==> src/rtl/vx_mem_req_queue_pkg.sv <==
// vx_mem_req_queue_pkg
//   Shared types for the Vortex memory request queue.
//   - mem_req_t: one request as it travels Vortex -> slave.
//   - mem_rsp_t: one response as it travels slave -> Vortex.
//   - credit_w(): width of a counter that must hold 0..max_outstanding.
//   Payload widths come from the VX_MEM_* width macros. Fallback defaults are
//   provided here so the block can be built stand-alone.

`ifndef VX_MEM_ADDR_WIDTH
`define VX_MEM_ADDR_WIDTH 26
`endif
`ifndef VX_MEM_DATA_WIDTH
`define VX_MEM_DATA_WIDTH 32
`endif
`ifndef VX_MEM_BYTEEN_WIDTH
`define VX_MEM_BYTEEN_WIDTH 4
`endif
`ifndef VX_MEM_TAG_WIDTH
`define VX_MEM_TAG_WIDTH 8
`endif

package vx_mem_req_queue_pkg;

  localparam int MEM_ADDR_W   = `VX_MEM_ADDR_WIDTH;
  localparam int MEM_DATA_W   = `VX_MEM_DATA_WIDTH;
  localparam int MEM_BYTEEN_W = `VX_MEM_BYTEEN_WIDTH;
  localparam int MEM_TAG_W    = `VX_MEM_TAG_WIDTH;

  typedef struct packed {
    logic                    rw;
    logic [MEM_BYTEEN_W-1:0] byteen;
    logic [MEM_ADDR_W-1:0]   addr;
    logic [MEM_DATA_W-1:0]   data;
    logic [MEM_TAG_W-1:0]    tag;
  } mem_req_t;

  typedef struct packed {
    logic [MEM_DATA_W-1:0] data;
    logic [MEM_TAG_W-1:0]  tag;
  } mem_rsp_t;

  // A credit counter has to reach max_outstanding itself, hence the +1.
  function automatic int credit_w(input int max_outstanding);
    return $clog2(max_outstanding + 1);
  endfunction

endpackage

==> src/rtl/vx_mem_queue_fifo.sv <==
// vx_mem_queue_fifo
//   Synchronous FIFO of DEPTH entries of type T (DEPTH a power of 2, >= 2).
//   Ports:
//     clk, reset          clock, asynchronous active-high reset (empties FIFO)
//     push, push_data     write request; ignored while full (even with a pop)
//     pop, pop_data       read request; pop_data is the current head
//     full, empty         derived only from the registered pointers
//     count               number of stored entries (0..DEPTH)
//   Pointers carry one extra MSB so full and empty are distinguishable; they
//   wrap naturally modulo 2*DEPTH.

module vx_mem_queue_fifo #(
  parameter type T     = logic,
  parameter int  DEPTH = 4
) (
  input  logic                   clk,
  input  logic                   reset,
  input  logic                   push,
  input  T                       push_data,
  input  logic                   pop,
  output T                       pop_data,
  output logic                   full,
  output logic                   empty,
  output logic [$clog2(DEPTH):0] count
);

  localparam int IDX_W = $clog2(DEPTH);
  localparam int PTR_W = IDX_W + 1;

  if (DEPTH < 2 || (DEPTH & (DEPTH - 1)) != 0) begin : g_bad_depth
    $error("vx_mem_queue_fifo: DEPTH must be a power of 2 and >= 2");
  end

  T                 mem [DEPTH];
  logic [PTR_W-1:0] wr_ptr;
  logic [PTR_W-1:0] rd_ptr;
  logic             do_push;
  logic             do_pop;

  // Same index with different wrap bits means the writer is a lap ahead.
  assign full     = (wr_ptr[IDX_W] != rd_ptr[IDX_W]) &&
                    (wr_ptr[IDX_W-1:0] == rd_ptr[IDX_W-1:0]);
  assign empty    = (wr_ptr == rd_ptr);
  assign count    = wr_ptr - rd_ptr;
  assign do_push  = push && !full;
  assign do_pop   = pop && !empty;
  assign pop_data = mem[rd_ptr[IDX_W-1:0]];

  always_ff @(posedge clk or posedge reset) begin
    if (reset) begin
      wr_ptr <= '0;
      rd_ptr <= '0;
    end else begin
      if (do_push) wr_ptr <= wr_ptr + PTR_W'(1);
      if (do_pop)  rd_ptr <= rd_ptr + PTR_W'(1);
    end
  end

  // Storage needs no reset; the pointers alone define what is valid.
  always_ff @(posedge clk) begin
    if (do_push) mem[wr_ptr[IDX_W-1:0]] <= push_data;
  end

endmodule

==> src/rtl/vx_mem_req_queue.sv <==
// vx_mem_req_queue
//   Decoupling queue between the Vortex memory port (up_*) and
//   Vortex_mem_slave (dn_*). Requests and responses are each buffered in a
//   FIFO; a read-credit counter caps in-flight reads so the response FIFO can
//   never overflow, which lets dn_rsp_ready be tied high.
//   Ports:
//     clk, reset                   clock, asynchronous active-high reset
//     up_req_valid/rw/byteen/addr/data/tag, up_req_ready   request from Vortex
//     up_rsp_valid/data/tag, up_rsp_ready                 response to Vortex
//     dn_req_valid/rw/byteen/addr/data/tag, dn_req_ready   request to slave
//     dn_rsp_valid/data/tag, dn_rsp_ready                 response from slave
//     busy                         anything queued or any read credit in use
//     perf_req_cnt                 requests issued downstream
//     perf_stall_cnt               cycles with a queued request not issued
//     perf_peak_occ                peak request FIFO occupancy
//   Configuration:
//     VX_MEM_REQ_QUEUE_PERF_EN     defined: perf counters active (saturating)
//                                  undefined: perf ports tied to 0
//   Payload widths are fixed by vx_mem_req_queue_pkg; the width parameters
//   must agree with it.

module vx_mem_req_queue
  import vx_mem_req_queue_pkg::*;
#(
  parameter int ADDR_W          = MEM_ADDR_W,
  parameter int DATA_W          = MEM_DATA_W,
  parameter int BYTEEN_W        = MEM_BYTEEN_W,
  parameter int TAG_W           = MEM_TAG_W,
  parameter int REQ_DEPTH       = 4,
  parameter int RSP_DEPTH       = 4,
  parameter int MAX_OUTSTANDING = RSP_DEPTH
) (
  input  logic                       clk,
  input  logic                       reset,
  input  logic                       up_req_valid,
  input  logic                       up_req_rw,
  input  logic [BYTEEN_W-1:0]        up_req_byteen,
  input  logic [ADDR_W-1:0]          up_req_addr,
  input  logic [DATA_W-1:0]          up_req_data,
  input  logic [TAG_W-1:0]           up_req_tag,
  output logic                       up_req_ready,
  output logic                       up_rsp_valid,
  output logic [DATA_W-1:0]          up_rsp_data,
  output logic [TAG_W-1:0]           up_rsp_tag,
  input  logic                       up_rsp_ready,
  output logic                       dn_req_valid,
  output logic                       dn_req_rw,
  output logic [BYTEEN_W-1:0]        dn_req_byteen,
  output logic [ADDR_W-1:0]          dn_req_addr,
  output logic [DATA_W-1:0]          dn_req_data,
  output logic [TAG_W-1:0]           dn_req_tag,
  input  logic                       dn_req_ready,
  input  logic                       dn_rsp_valid,
  input  logic [DATA_W-1:0]          dn_rsp_data,
  input  logic [TAG_W-1:0]           dn_rsp_tag,
  output logic                       dn_rsp_ready,
  output logic                       busy,
  output logic [31:0]                perf_req_cnt,
  output logic [31:0]                perf_stall_cnt,
  output logic [$clog2(REQ_DEPTH):0] perf_peak_occ
);

  localparam int CREDIT_W  = credit_w(MAX_OUTSTANDING);
  localparam int REQ_CNT_W = $clog2(REQ_DEPTH) + 1;
  localparam int RSP_CNT_W = $clog2(RSP_DEPTH) + 1;

  if (MAX_OUTSTANDING > RSP_DEPTH || MAX_OUTSTANDING < 1) begin : g_bad_credit
    $error("vx_mem_req_queue: MAX_OUTSTANDING must be in 1..RSP_DEPTH");
  end

  if (ADDR_W != MEM_ADDR_W || DATA_W != MEM_DATA_W ||
      BYTEEN_W != MEM_BYTEEN_W || TAG_W != MEM_TAG_W) begin : g_bad_width
    $error("vx_mem_req_queue: width parameters disagree with vx_mem_req_queue_pkg");
  end

  mem_req_t             up_req;
  mem_req_t             req_head;
  mem_rsp_t             dn_rsp;
  mem_rsp_t             rsp_head;
  logic                 req_full;
  logic                 req_empty;
  logic                 rsp_full;
  logic                 rsp_empty;
  logic [REQ_CNT_W-1:0] req_count;
  logic [RSP_CNT_W-1:0] rsp_count;
  logic                 accepting;
  logic [CREDIT_W-1:0]  credit;
  logic                 req_push;
  logic                 head_gated;
  logic                 dn_fire;
  logic                 rd_issue;
  logic                 rsp_fire;

  assign up_req = '{rw: up_req_rw, byteen: up_req_byteen, addr: up_req_addr,
                    data: up_req_data, tag: up_req_tag};
  assign dn_rsp = '{data: dn_rsp_data, tag: dn_rsp_tag};

  // Holds up_req_ready low through reset and releases it one edge later, so
  // the ready output comes only from flops.
  always_ff @(posedge clk or posedge reset) begin
    if (reset) accepting <= 1'b0;
    else       accepting <= 1'b1;
  end

  assign up_req_ready = accepting && !req_full;
  assign req_push     = up_req_valid && up_req_ready;

  vx_mem_queue_fifo #(.T(mem_req_t), .DEPTH(REQ_DEPTH)) u_req_fifo (
    .clk       (clk),
    .reset     (reset),
    .push      (req_push),
    .push_data (up_req),
    .pop       (dn_fire),
    .pop_data  (req_head),
    .full      (req_full),
    .empty     (req_empty),
    .count     (req_count)
  );

  // A read at the head waits for a credit; nothing overtakes it.
  assign head_gated   = !req_empty && !req_head.rw &&
                        (credit == CREDIT_W'(MAX_OUTSTANDING));
  assign dn_req_valid = !req_empty && !head_gated;
  assign dn_fire      = dn_req_valid && dn_req_ready;
  assign rd_issue     = dn_fire && !req_head.rw;

  assign dn_req_rw     = req_head.rw;
  assign dn_req_byteen = req_head.byteen;
  assign dn_req_addr   = req_head.addr;
  assign dn_req_data   = req_head.data;
  assign dn_req_tag    = req_head.tag;

  // Credits are held until Vortex takes the response, so a credit covers
  // both the in-flight read and its slot in the response FIFO.
  assign dn_rsp_ready = 1'b1;

  vx_mem_queue_fifo #(.T(mem_rsp_t), .DEPTH(RSP_DEPTH)) u_rsp_fifo (
    .clk       (clk),
    .reset     (reset),
    .push      (dn_rsp_valid),
    .push_data (dn_rsp),
    .pop       (up_rsp_ready),
    .pop_data  (rsp_head),
    .full      (rsp_full),
    .empty     (rsp_empty),
    .count     (rsp_count)
  );

  assign up_rsp_valid = !rsp_empty;
  assign up_rsp_data  = rsp_head.data;
  assign up_rsp_tag   = rsp_head.tag;
  assign rsp_fire     = up_rsp_valid && up_rsp_ready;

  always_ff @(posedge clk or posedge reset) begin
    if (reset) begin
      credit <= '0;
    end else begin
      case ({rd_issue, rsp_fire})
        2'b10:   credit <= credit + CREDIT_W'(1);
        2'b01:   if (credit != '0) credit <= credit - CREDIT_W'(1);
        default: credit <= credit;
      endcase
    end
  end

  assign busy = (req_count != '0) || (rsp_count != '0) || (credit != '0);

  a_rsp_no_overflow : assert property (@(posedge clk) disable iff (reset)
    !(dn_rsp_valid && rsp_full))
    else $error("vx_mem_req_queue: dn_rsp_valid while response FIFO is full");

`ifdef VX_MEM_REQ_QUEUE_PERF_EN
  logic [31:0]          req_cnt_q;
  logic [31:0]          stall_cnt_q;
  logic [REQ_CNT_W-1:0] peak_q;

  // Counters stick at all-ones instead of wrapping.
  always_ff @(posedge clk or posedge reset) begin
    if (reset) begin
      req_cnt_q   <= '0;
      stall_cnt_q <= '0;
      peak_q      <= '0;
    end else begin
      if (dn_fire && (req_cnt_q != '1))
        req_cnt_q <= req_cnt_q + 32'd1;
      if (!req_empty && !dn_fire && (stall_cnt_q != '1))
        stall_cnt_q <= stall_cnt_q + 32'd1;
      if (req_count > peak_q)
        peak_q <= req_count;
    end
  end

  assign perf_req_cnt   = req_cnt_q;
  assign perf_stall_cnt = stall_cnt_q;
  assign perf_peak_occ  = peak_q;
`else
  assign perf_req_cnt   = '0;
  assign perf_stall_cnt = '0;
  assign perf_peak_occ  = '0;
`endif

endmodule

==> config.mk <==
export PLATFORM = sky130hd
export DESIGN_NAME = vx_mem_req_queue
export DESIGN_NICKNAME = d
export VERILOG_FILES = /design/src/rtl/vx_mem_req_queue_pkg.sv /design/src/rtl/vx_mem_queue_fifo.sv /design/src/rtl/vx_mem_req_queue.sv
export SDC_FILE = /design/constraint.sdc
export NUM_CORES = 1
export LEC_CHECK = 0
export ABC_CLOCK_PERIOD_IN_PS = 11100
export CORE_UTILIZATION = 45
export DETAILED_ROUTE_END_ITERATION = 7
export PLACE_DENSITY = 0.68
export REMOVE_ABC_BUFFERS = 1
export SYNTH_ARGS = -nofsm -noshare
export SYNTH_HDL_FRONTEND = slang
export SYNTH_SLANG_ARGS = --single-unit
==> constraint.sdc <==
create_clock -name clk -period 11.1 [get_ports clk]
set_clock_uncertainty 0.05 [all_clocks]
set_input_delay 1.11 -clock clk [delete_from_list [all_inputs] [get_ports clk]]
set_output_delay 1.11 -clock clk [all_outputs]
set_load 0.005 [all_outputs]
=== Yosys cells after proc, flatten, opt, wreduce, memory -nomap -nowiden ===
Memory sizes are Yosys's and may differ from the RTL's.
Cells that the tools add are included.

* Register bits after elaboration: 16
* Memory bits (writable): 444
* Input bits: 117
* Output and inout port bits: 183
* Logic and storage cells: 58
* Memories kept: 2

{| class="wikitable"
|+ Memories
! name !! depth !! bits a word !! rd ports !! clocked after Yosys merged registers in !! write ports !! line !! RTL
|-
| u_req_fifo.mem || 4 || 71 || 1 || 0 || 1 || vx_mem_queue_fifo.sv:34 || <nowiki>T mem [DEPTH];</nowiki>
|-
| u_rsp_fifo.mem || 4 || 40 || 1 || 0 || 1 || vx_mem_queue_fifo.sv:34 ||
|}

* Add/subtract/negate cells: 8
* Eq/ne operators: 10
* Mux-type cells: 6
* Reduce and logical (&&, ||, !) cells: 26

{| class="wikitable"
|+ Operator list
! cell !! number
|-
| adder 3 x 1 -> 3 bit, second input constant || 5
|-
| logical AND 1 bit || 13
|-
| nonzero test 3 bit || 3
|-
| == test 3 bit || 2
|-
| logical NOT 1 bit || 6
|-
| one-hot mux 3 bit (2 select lines) || 1
|-
| subtractor 3 bit || 2
|-
| == test 2 bit || 2
|-
| 2-to-1 mux 1 bit || 4
|-
| == test 3 bit, second input constant || 1
|-
| 2-to-1 mux 3 bit || 1
|-
| subtractor 3 x 1 -> 3 bit, second input constant || 1
|-
| == test 2 x 1 -> 1 bit, second input constant || 1
|-
| == test 2 bit, second input constant || 1
|-
| logical OR 1 bit || 2
|-
| inequality test 1 bit || 2
|-
| inequality test 2 bit, second input constant || 1
|-
| AND reduction 2 bit || 1
|-
| nonzero test 2 bit || 1
|}

=== Longest topological paths before layout ===
* Depth after elaboration: 11
* Gate-level depth with buffers: 12
* Mapped depth without buffers: 9

=== Hierarchy ===
A second synthesis with hierarchy kept.

* Cell total of the unflattened synthesis: 787
* Area total of the unflattened synthesis: 17812.1 µm²

{| class="wikitable"
|+ Modules (own cells, without submodules)
! module !! instances !! cells an instance !! area an instance (µm²) !! seq. area each (µm²)
|-
| vx_mem_queue_fifo (u_req_fifo) || 1 || 417 || 10717.8 || 8678.3
|-
| vx_mem_queue_fifo (u_rsp_fifo) || 1 || 256 || 6229.7 || 4954.8
|-
| vx_mem_req_queue || 1 || 114 || 864.6 || 100.1
|}

=== Worst setup path before layout ===
No wires, ideal clock.

* Path kind: register to register
* From: reg u_req_fifo.rd_ptr[1]
* To: mem u_req_fifo.mem[3][0] in the netlist's numbering, enable pin
* Setup time: 0.439 ns
* Data arrival time: 3.380 ns
* Required time: 10.611 ns
* Slack: 7.232 ns
* Cell stages (with the launch flop): 8
* Buffers on the path: 2
* Period minus slack after synthesis: 3.868 ns
* Path through: dfrtp_1 -> clkbuf_1 -> clkbuf_1 -> inv_1 -> ha_1 -> nand2_1 -> o21a_1 -> and3_1

* Cells in the longest elaborated chain, start to end: 8

{| class="wikitable"
|+ Ends and longest elaborated chain
! what !! line !! RTL
|-
| from (decl) || vx_mem_queue_fifo.sv:36 || <nowiki>logic [PTR_W-1:0] rd_ptr;</nowiki>
|-
| from (signal assigned) || vx_mem_queue_fifo.sv:55 || <nowiki>if (do_pop) rd_ptr <= rd_ptr + PTR_W'(1);</nowiki>
|-
| == test 2 bit || vx_mem_queue_fifo.sv:42 || <nowiki>(wr_ptr[IDX_W-1:0] == rd_ptr[IDX_W-1:0]);</nowiki>
|-
| logical AND 1 bit || vx_mem_queue_fifo.sv:41 || <nowiki>assign full = (wr_ptr[IDX_W] != rd_ptr[IDX_W]) &&</nowiki>
|-
| logical NOT 1 bit || vx_mem_req_queue.sv:105 || <nowiki>assign up_req_ready = accepting && !req_full;</nowiki>
|-
| logical AND 1 bit || vx_mem_req_queue.sv:105 ||
|-
| net up_req_ready || vx_mem_req_queue.sv:41 || <nowiki>output logic up_req_ready,</nowiki>
|-
| logical AND 1 bit || vx_mem_req_queue.sv:106 || <nowiki>assign req_push = up_req_valid && up_req_ready;</nowiki>
|-
| logical AND 1 bit || vx_mem_queue_fifo.sv:45 || <nowiki>assign do_push = push && !full;</nowiki>
|-
| 2-to-1 mux 1 bit || vx_mem_queue_fifo.sv:61 || <nowiki>if (do_push) mem[wr_ptr[IDX_W-1:0]] <= push_data;</nowiki>
|-
| 2-to-1 mux 1 bit (not written as such) || vx_mem_queue_fifo.sv:61 ||
|-
| to (decl) || vx_mem_queue_fifo.sv:34 ||
|}

The timed path passes the listed nets, and every way through them passes these cells.

=== Final worst setup path ===
* From: reg u_req_fifo.rd_ptr[0]
* To: out dn_req_data[22]

* Cells in the longest elaborated chain, start to end: 1

{| class="wikitable"
|+ Ends and longest elaborated chain
! what !! line !! RTL
|-
| memory read (4 x 71 bit) || n/a ||
|-
| to (decl) || vx_mem_req_queue.sv:50 || <nowiki>output logic [DATA_W-1:0] dn_req_data,</nowiki>
|}

Every way passes these cells.

==> flow_summary.json <==
{
  "rsz0062_at_grt": "false",
  "final_cell_area_um2": 21900,
  "worstMarginPinSlew_ns": 0.858,
  "drtPass1Iterations": 6,
  "fin_nets": 1158,
  "fin_total_pwr_mw": 5.67,
  "postCtsSetupBuffers": 0,
  "grt_overflow_total": 0,
  "clockPowerShare": 0.281,
  "p_per_area_nw_per_um2": 259,
  "htree_levels": 2,
  "share_comb_of_total_power": 0.302,
  "post_synth.cell_area_avg_um2": 23.1,
  "drtAntennaViolNets": 0,
  "cts_resized": 0,
  "synth_cell_types": 34,
  "cts_tree": "yes",
  "drive_gt1_frac": 0.190,
  "start_util": 0.462,
  "relSlewSlack": 0.428,
  "p_leak_nw": 7.21,
  "die_y_um": 200,
  "crit_path_end_kind": "primary output",
  "wl_met2_um": 15500,
  "drt-total-wl_um": 33300,
  "startpoint_type": "flop",
  "coreArea_um2": 38000,
  "wl_met1_um": 13600,
  "switching_power_mw": 1.50,
  "die_w_um": 200,
  "clockRootBuffer": "clkbuf_16",
  "ys_seq_area_frac": 0.782,
  "io_buffers": 231,
  "area_growth_pct": 24.5,
  "slew_viol_final": 0,
  "first_global_vias": 8490,
  "switching_share": 0.265,
  "worstSetupPathType": "flop to primary output",
  "arrival_ns": 3.41,
  "period_minus_slack_ns": 4.57,
  "outcome": "complete, no violations",
  "antenna_found_initial": 5,
  "ys_ff_latch": 460,
  "power_frac_seq": 0.417,
  "wl_met3_um": 3540,
  "cts.clk_slew.worst_paths_ns": 0.06,
  "cap_violations": 0,
  "holdBufCountCts": 0,
  "clk_latency_ns": 0.56,
  "hp-class": "flop to flop",
  "synth.cell_area_um2": 17600,
  "yosysWarnings": 0,
  "gp_congestion": 0.721,
  "clock.fmax_mhz": 219,
  "finalHoldViolCount": 0,
  "viasPerCell": 5.06,
  "crit_fanout": 39,
  "fin_crit_sh": 0.412,
  "clk_path_buf_depth": 3,
  "grt_pass1_wl_um": 49900,
  "num_rows": 71,
  "wl_per_cell_um": 21.1,
  "drc": 0,
  "grt_max_degree": 48,
  "grt_use_total": 0.170,
  "dpl-instance-area_um2": 20300,
  "setup_tns_ns": 0,
  "vias": 7968,
  "numCtsBuffers": 48,
  "hpwl_um": 20200,
  "io-pin-count": 300,
  "drt-initial-drc-count": 336,
  "clock-sinks": 460,
  "setup_viol": 0,
  "dieArea_um2": 39800,
  "worstPathRequired_ns": 9.94,
  "syn_inst": 760,
  "irDropWorstVdd_v": 0.000169,
  "p_int_mw": 4.16,
  "top_layer": "met5"
}
[power by group through the flow]
stage / Sequential, mW / Clock [mW] / Combinational [mW]
3_3_place_gp: 2.40 / 0 / 1.73
6_report: 2.36 / 1.59 / 1.71
2_1_floorplan: 2.46 / 0 / 0.829
4_1_cts: 2.37 / 1.63 / 1.76
5_1_grt: 2.40 / 1.70 / 1.86
3_5_place_dp: 2.41 / 0 / 1.74
[layout make-up]
class,count,area [µm²]
well taps,511,639
clock buffers,60,1290
fillers,2846,16200
clock inverters,27,290
multi-input cells,261,3440
flip-flops and latches,460,13700
diodes,3,7.51
inverters,11,41.3
repair buffers,243,2400
[Yosys cell counts (all sizes together)]
cell type  count  area (µm²)
edfxtp       444       13300
mux4         111        2500
buf           82         571
dfrtp         16         400
ha            14         175
clkbuf        13        48.8
inv           11        41.3
xnor2         11        96.3
nand2         10        37.5
and2           5        31.3
and3           4        25.0
o21a           4        30.0
o21ai          4        20.0
nand3          3        15.0
xor2           3        26.3
a21oi          2        10.0
conb           2        7.51
fa             2        40.0
mux2           2        22.5
nand4          2        12.5
nor3b          2        15.0
o211ai         2        15.0
or4            2        15.0
a2111o         1        11.3
a2111oi        1        8.76
a22oi          1        7.51
nand4b         1        8.76
nor2           1        3.75
nor2b          1        6.26
o2111ai        1        8.76
o221ai         1        8.76
or3            1        6.26
[cells in the final DEF, fill, tap and decap left out, drive strengths merged]
master         synthesis  layout
a2111o                 1       1
nand4b                 1       1
inv                   11      12
nand4                  2       2
clkbuf                13      60
dfrtp                 16      16
diode                  0       3
and2                   5       5
xnor2                 11      11
a21oi                  2       2
nor2b                  1       1
o2111ai                1       1
o211ai                 2       2
conb                   2      69
ha                    14      14
buf                   82      12
clkdlybuf4s50          0     231
or4                    2       2
nand2                 10      10
o21ai                  4       4
o21a                   4       4
nand3                  3       3
a2111oi                1       1
edfxtp               444     444
clkinv                 0      20
bufinv                 0       6
o221ai                 1       1
a22oi                  1       1
mux2                   2       2
xor2                   3       3
fa                     2       2
mux4                 111     111
or3                    1       1
nor3b                  2       2
and3                   4       4
nor2                   1       1
[worst paths after layout]
path	start	endpoint	slack, ns	cells past startpoint
min in group asynchronous	reset	u_rsp_fifo.wr_ptr[1]$_DFFE_PP0P_	0.91	2
hold / removal	u_req_fifo.rd_ptr[2]$_DFFE_PP0P_	u_req_fifo.rd_ptr[2]$_DFFE_PP0P_	0.44	1
setup / recovery	u_req_fifo.rd_ptr[0]$_DFFE_PP0P_	dn_req_data[22]	6.53	3
hold reg to reg	u_req_fifo.rd_ptr[2]$_DFFE_PP0P_	u_req_fifo.rd_ptr[2]$_DFFE_PP0P_	0.44	1
setup reg to reg	u_req_fifo.rd_ptr[1]$_DFFE_PP0P_	credit[2]$_DFFE_PP0P_	7.69	7
max in group asynchronous	reset	u_req_fifo.rd_ptr[0]$_DFFE_PP0P_	9.61	2
[critical path, cell delays in order (launching register included)]
cell,delay [ns]
dfrtp_4,0.97
buf_4,0.71
mux4_2,0.59
clkdlybuf4s50_1,0.54
[through the flow]
step | hold WS, ns | setup WS (ns) | util | std cells
finish | 0.436 | 6.53 | 0.575 | 1576
detailed placement | 0.433 | 7.02 | 0.533 | 1486
global route | 0.473 | 6.20 | 0.575 | 1574
CTS | 0.444 | 6.38 | 0.575 | 1573
floorplan | 0.412 | 5.19 | - | 732
global placement | 0.429 | 7.02 | 0.533 | 1486
[state kept, by name (all words and copies together), names as in the netlist]
register           cells
accepting              1
u_rsp_fifo.mem       160
u_req_fifo.mem       284
u_req_fifo.wr_ptr      3
credit                 3
u_req_fifo.rd_ptr      3
u_rsp_fifo.wr_ptr      3
u_rsp_fifo.rd_ptr      3
[metal layers]
layer,vias to the layer above,track usage
li1,3544,-
met2,246,0.265
met4,6,0.0444
met3,56,0.0808
met1,4116,0.214
met5,-,0
[cell families after synthesis]
logic type / share of synthesized area
flops: 0.782
xor+xnor: 0.00698
mux: 0.144
buf+inv: 0.0376
simple gates: 0.0100
compound gates: 0.00684
other cells: 0.000428
fa+ha+maj: 0.0123
(Power assumes the default switching activity.)
